==> src/rtl/sel16to4_rr_if.sv <==
// Handshake bundle for the round-robin line-event encoder.
// The master drives requests and ready; the slave presents the granted index.
interface sel16to4_rr_if #(
  parameter int LIMIT = 4
);
  logic [2**LIMIT-1:0] path;
  logic                ready;
  logic [LIMIT-1:0]    select;
  logic                valid;
  logic [LIMIT:0]      pending_cnt;
  logic                overflow;

  modport master (
    output path, ready,
    input  select, valid, pending_cnt, overflow
  );

  modport slave (
    input  path, ready,
    output select, valid, pending_cnt, overflow
  );
endinterface

==> src/rtl/sel16to4_rr.sv <==
// Captures one-hot line events into a pending register and hands them out
// one binary index per handshake, choosing among pending lines round-robin.
module sel16to4_rr #(
  parameter int LIMIT = 4
) (
  input logic         clk1,
  input logic         rst,
  sel16to4_rr_if.slave bus
);
  localparam int N = 2**LIMIT;

  logic [N-1:0]     pend_q, pend_d;
  logic [LIMIT-1:0] ptr_q;
  logic [LIMIT-1:0] select_q;
  logic             valid_q;
  logic [LIMIT:0]   cnt_q, cnt_d;
  logic             ovf_q, ovf_d;

  logic [LIMIT-1:0] grantIdx;
  logic [LIMIT-1:0] scanIdx;
  logic             found;
  logic             load;
  logic [N-1:0]     clr;

  // Scan upward from ptr with natural wrap of the LIMIT-bit index.
  always_comb begin
    found    = 1'b0;
    grantIdx = '0;
    scanIdx  = '0;
    for (int i = 0; i < N; i++) begin
      scanIdx = ptr_q + LIMIT'(i);
      if (!found && pend_q[scanIdx]) begin
        found    = 1'b1;
        grantIdx = scanIdx;
      end
    end
  end

  assign load = (!valid_q || bus.ready) && (pend_q != '0);
  assign clr  = load ? (N'(1) << grantIdx) : '0;

  // A request on a bit being cleared this cycle is a fresh event, not an overflow.
  always_comb begin
    pend_d = (pend_q & ~clr) | bus.path;
    ovf_d  = |(bus.path & pend_q & ~clr);
    cnt_d  = '0;
    for (int i = 0; i < N; i++) begin
      cnt_d = cnt_d + (LIMIT+1)'(pend_d[i]);
    end
  end

  always_ff @(posedge clk1) begin
    if (rst) begin
      pend_q   <= '0;
      ptr_q    <= '0;
      select_q <= '0;
      valid_q  <= 1'b0;
      cnt_q    <= '0;
      ovf_q    <= 1'b0;
    end else begin
      pend_q <= pend_d;
      cnt_q  <= cnt_d;
      ovf_q  <= ovf_d;
      if (load) begin
        select_q <= grantIdx;
        valid_q  <= 1'b1;
        ptr_q    <= grantIdx + LIMIT'(1);
      end else if (valid_q && bus.ready) begin
        valid_q <= 1'b0;
      end
    end
  end

  assign bus.select      = select_q;
  assign bus.valid       = valid_q;
  assign bus.pending_cnt = cnt_q;
  assign bus.overflow    = ovf_q;
endmodule

==> src/flat_wrapper.sv <==
// flat-port wrapper written by rule: the top's interface ports become plain ports
module sel16to4_rr_flat 
#(
  parameter int LIMIT = 4
)
  (clk1, rst, bus_path, bus_ready, bus_select, bus_valid, bus_pending_cnt, bus_overflow);
  sel16to4_rr_if #(.LIMIT(LIMIT)) bus_i ();
  input logic clk1;
  input logic rst;
  input wire logic [$bits(bus_i.path)-1:0] bus_path;
  input wire logic [$bits(bus_i.ready)-1:0] bus_ready;
  output wire logic [$bits(bus_i.select)-1:0] bus_select;
  output wire logic [$bits(bus_i.valid)-1:0] bus_valid;
  output wire logic [$bits(bus_i.pending_cnt)-1:0] bus_pending_cnt;
  output wire logic [$bits(bus_i.overflow)-1:0] bus_overflow;
  assign bus_i.path = bus_path;
  assign bus_i.ready = bus_ready;
  assign bus_select = bus_i.select;
  assign bus_valid = bus_i.valid;
  assign bus_pending_cnt = bus_i.pending_cnt;
  assign bus_overflow = bus_i.overflow;
  sel16to4_rr #(.LIMIT(LIMIT)) u_core (.clk1(clk1), .rst(rst), .bus(bus_i));
endmodule
==> config.mk <==
export PLATFORM = sky130hd
export DESIGN_NAME = sel16to4_rr_flat
export DESIGN_NICKNAME = d
export VERILOG_FILES = /design/src/rtl/sel16to4_rr_if.sv /design/src/rtl/sel16to4_rr.sv /design/src/flat_wrapper.sv
export SDC_FILE = /design/constraint.sdc
export NUM_CORES = 1
export LEC_CHECK = 0
export CORE_MARGIN = 1.5
export CORE_UTILIZATION = 25
export CTS_CLUSTER_SIZE = 20
export DETAILED_ROUTE_END_ITERATION = 8
export PLACE_DENSITY_LB_ADDON = 0.08
export SLEW_MARGIN = 30
export SYNTH_ARGS = -nofsm -noshare
export SYNTH_HDL_FRONTEND = slang
export SYNTH_SLANG_ARGS = --single-unit
==> constraint.sdc <==
create_clock -name clk1 -period 20.3 [get_ports clk1]
set_input_delay 5.075 -clock clk1 [delete_from_list [all_inputs] [get_ports clk1]]
set_output_delay 5.075 -clock clk1 [all_outputs]
set_load 0.01 [all_outputs]
### Yosys cells after proc, flatten, opt, wreduce, memory -nomap -nowiden

Index checks and enable logic that the tools add are counted.

* flip-flop bits (word level): 31
* bits of input ports: 19
* output and inout port bits: 11
* word-level logic and storage cells: 162

* add/subtract/negate cells: 31
* $lt $le $gt $ge: 16
* shift operators: 1
* muxes and demuxes: 66
* bitwise logic cells: 5
* reduce and logical (&&, ||, !) cells: 37

Operators by type and width (number)
* $lt A4 B5 Y1 const B: 16
* $add A5 B1 Y5: 14
* $bmux W1 S4: 16
* $mux W4: 16
* $and A16 B16 Y16: 3
* $mux W1: 33
* $add A4 B4 Y4 const B: 8
* $logic_and A1 B1 Y1: 17
* $add A4 B3 Y4 const B: 4
* $logic_not A1 Y1: 16
* $mux W16: 1
* $not A16 Y16: 1
* $or A16 B16 Y16: 1
* $reduce_bool A16 Y1: 1
* $reduce_or A16 Y1: 1
* $shl A1 B4 Y16 const A: 1
* $add A4 B1 Y4 const B: 2
* $add A4 B2 Y4 const B: 2
* $add A1 B1 Y2: 1
* $reduce_bool A2 Y1: 1
* $logic_or A1 B1 Y1: 1

### Longest topological paths before layout

* word-level depth: 68
* mapped depth: 33
* depth with buffers taken out: 29

### Worst setup path after synthesis

No wires, ideal clock.

* path type: input to register
* start point: input port bus_ready
* end point: register u_core.cnt_q[3] (netlist: u_core.bus.pending_cnt[3])
* setup time: 128 ps
* arrival time: 8980 ps
* required time: 20172 ps
* path slack: 11192 ps
* cell stages on the path: 17
* buffers on the path: 2
* path through: nand2b_1 > and2_1 > clkbuf_1 > clkbuf_1 > nand3_1 > o21a_1 > nor2_1 > fa_1 > fa_1 > fa_1 > fa_1 > inv_1 > fa_1 > a21o_1 > a21oi_1 > xor2_1 > nor2_1

* longest elaborated chain between the ends: 21

Ends and longest elaborated chain
* from (decl): RTL line flat_wrapper.sv:11 `input wire logic [$bits(bus_i.ready)-1:0] bus_ready;`
* $logic_or A1 B1 Y1 *: RTL line sel16to4_rr.sv:39 `assign load = (!valid_q || bus.ready) && (pend_q != '0);`
* $logic_and A1 B1 Y1 *: RTL line sel16to4_rr.sv:39
* $mux W16 *: RTL line sel16to4_rr.sv:40 `assign clr = load ? (N'(1) << grantIdx) : '0;`
* $not A16 Y16 *: RTL line sel16to4_rr.sv:44 `pend_d = (pend_q & ~clr) | bus.path;`
* $and A16 B16 Y16 *: RTL line sel16to4_rr.sv:44
* $or A16 B16 Y16 *: RTL line sel16to4_rr.sv:44
* $add A1 B1 Y2: RTL line sel16to4_rr.sv:48 `cnt_d = cnt_d + (LIMIT+1)'(pend_d[i]);`
* $add A5 B1 Y5 (13 in series): RTL line sel16to4_rr.sv:48
* $add A5 B1 Y5 *: RTL line sel16to4_rr.sv:48
* to (signal assigned): RTL line sel16to4_rr.sv:62 `cnt_q <= cnt_d;`
* to (decl): RTL line sel16to4_rr.sv:16 `logic [LIMIT:0] cnt_q, cnt_d;`

Mark *: on every way between the ends. The rest lies on a longest branch, timed or not.
A chain may end at the register's enable or synchronous reset.

### Worst setup path after layout

Same ends and word-level chain as after synthesis.

==> impl_results.md <==
* Status: finished clean
* Root Buffer: clkbuf_16
* Layout Utilization at 28.78%
* Synth unique cells at 78
* Slew Viols, Final at 0
* Ys flop type: dfxtp_1
* Placement row count at 49
* Tcrit/Tclk final at 47.86%
* Worst path top cell family by delay: adder cells
* Worst skew pair latency at 280 ps
* Slowest Stage Delay on Critical Path at 710 ps
* Crit Path Max Fanout at 23
* Clock-pin slew on the worst setup and hold paths at 50 ps
* Count of clock tree sinks at 31
* Critical R2R Launch: u_core.ptr_q[1]$_SDFFE_PP0P_
* Nets at 585
* Worst Hold Launch: u_core.bus.select[0]$_SDFFE_PP0P_
* Routed Antenna Nets at 0
* Hold Vio Cnt, Final at 0
* Hold Path Stages at 2
* Largest net degree at the start of global routing at 34
* Fin crit period at 9716 ps
* WL final at 16,950 um
* Worst Tran Pin Value at 902.7 ps
* Share of layout cells above drive strength 1 at 14.23%
* TNS Setup at 0 ps
* Yosys warnings at 0
* FF-to-FF End: u_core.bus.pending_cnt[3]$_SDFF_PP0_
* Number of global-route vias before repair at 4,549
* Seq/Total Area, Yosys at 13.50%
* Clock tree buffer depth at 2
* Post-synth EDFFs at 0
* Syn Nets at 583
* Most frequent cells in the layout: nor2_1, nand2_1, dfxtp_1
* Port bufs at 29
* WL per Instance at 22.01 um
* Drt drc at 0
* Vias/cell at 5.734
* Crit path kind: input port to flop
* Cell chain of the critical path: clkdlybuf4s50_1, nand2b_1, and2_1, nand3_1, o21a_1, nor2_1, fa_1, fa_1, fa_1, fa_1, inv_1, fa_1, a21o_1, a21oi_1, xor2_1, nor2_1
* WP buf/inv at 2
* Setup bufs post-CTS at 0
* Critical path launch point type: input port
* Die area at 19,210 um2
* Initial antenna violation count at 0
* Hold Path End: u_core.bus.select[0]$_SDFFE_PP0P_
* CP arrival at 9870 ps
* RD Place Congestion at 0.8287
* # IOs at 30
* Initial Utilization at 25.50%
* Num CTS Buffers at 5
* CTS H-tree depth at 2
* GRT overflow at 0
* FMAX at 102.9 MHz
* DRT Pass-1 Iters at 5
* CP endpoint kind: flop
* Post-DP HPWL at 13,080 um
* Leading cell type in the layout, fill and taps excluded: nor2_1
* Core Region at 18,020 um2
* N_diodes at 0
* Resized Gates After CTS at 0
* R2R setup slack at 11,800 ps
* Max_cap viols at 0
* Area Overhead vs Synth at 12.85%
* Die width at 138.6 um
* Syn Inst Count at 538
* Die Ht at 138.6 um
* Min Hold Slack at 502.9 ps
* Avg Inst Size Synth at 8.544 um2
* Clk_skew at 5.109 ps
* Vias at 4,415
* WP data required at 20,460 ps
* Setup violations, final at 0
* Slew Limit Headroom at 39.39%
* Initial drt markers at 334
* Hold_buf cts at 0
* Clock tree from TritonCTS: yes
* Crit path top cell by count: fa_1
* HP Class: flop to flop
* CP max-delay cell: and2_1
* FF-to-FF path depth at 26
* Share of async-settable or async-resettable flops after synthesis at 0%
* First-pass GRT wire length at 26,990 um
* Area of the mapped netlist at 4597 um2
* GRT Total Usage at 17.88%
* Seq cells post-synth at 31
* RSZ-0062 raised after global routing: false
[cell families after synthesis]
kind of cell	synth area share (%)
flip-flops	13.50
adder cells (fa/ha/maj)	8.710
AO/OA/AOI/OAI	24.09
XOR/XNOR	3.348
buffers and inverters	6.478
AND/OR/NAND/NOR	18.92
multiplexers	24.96
[per-layer routing]
layer  GRT usage (%)  wire, um
met1           23.57      7533
met2           31.29      8388
met5               0         0
met3           1.727       691
met4           4.654       335
[layout make-up]
type                            count  area (um2)
Clock buffer                        8       156.4
Fill cell                        1951       12840
Inverter                           26       97.59
Multi-Input combinational cell    440        3682
Sequential cell                    31       621.8
Tap cell                          229       286.5
Timing Repair Buffer               36       342.8
[cells in the mapped netlist (10+ instances only)]
library cell	instances	area [um2]
nor2_1	53	198.9
mux2i_1	28	280.3
dfxtp_1	31	620.6
fa_1	10	200.2
o21ai_0	21	105.1
nand3_1	11	55.05
ha_1	16	200.2
mux2_2	12	135.1
o211ai_1	10	75.07
nand2b_1	11	68.82
clkbuf_1	22	82.58
a22oi_1	13	97.59
nand2_1	33	123.9
inv_1	22	82.58
nor2b_1	13	81.33
mux4_2	29	653.1
a21oi_1	29	145.1
[worst max-delay path by stage]
stage / startpoint / to / cells past startpoint / slack [ps]
after floorplan: bus_ready / u_core.bus.pending_cnt[3]$_SDFF_PP0_ / 17 / 11190
after global placement: bus_ready / u_core.bus.pending_cnt[3]$_SDFF_PP0_ / 16 / 10310
after detailed placement: bus_ready / u_core.bus.pending_cnt[3]$_SDFF_PP0_ / 16 / 10260
after CTS: bus_ready / u_core.bus.pending_cnt[3]$_SDFF_PP0_ / 16 / 10540
after global routing: bus_ready / u_core.bus.pending_cnt[1]$_SDFF_PP0_ / 15 / 10260
final: bus_ready / u_core.bus.pending_cnt[3]$_SDFF_PP0_ / 16 / 10580
[metrics by stage]
step           area (um2)  setup WS (ps)  instances
2_1_floorplan        4597          11190        538
3_3_place_gp         5027          10310        762
3_5_place_dp         5027          10260        762
4_1_cts              5184          10540        770
5_1_grt              5187          10260        770
6_report             5187          10580        770
[worst register-to-register path, cell delays in order, from the launching register on]
cell       delay (ps)
dfxtp_2           330
inv_2             140
ha_1              930
mux2_2            430
mux2_2            310
mux4_2            610
a211oi_2          320
nand4_1           300
a2111oi_2         460
o22ai_2           140
a21oi_4           350
inv_2             200
nor3_2            270
nand2_1            80
a21o_1            200
ha_1              300
fa_1              490
inv_1              60
fa_1              570
fa_1              440
fa_1              490
inv_1              50
fa_1              370
a21o_1            190
a21oi_1           160
xor2_1            160
nor2_1             50
[sequential cells by signal, summed over array words and instances (netlist names)]
signal                  count
u_core.bus.pending_cnt      5
u_core.bus.valid            1
u_core.bus.select           4
u_core.pend_q              16
u_core.bus.overflow         1
u_core.ptr_q                4
Power is not shown: default switching activity piles up to over one toggle a cycle in this logic, so the estimate is an artifact.
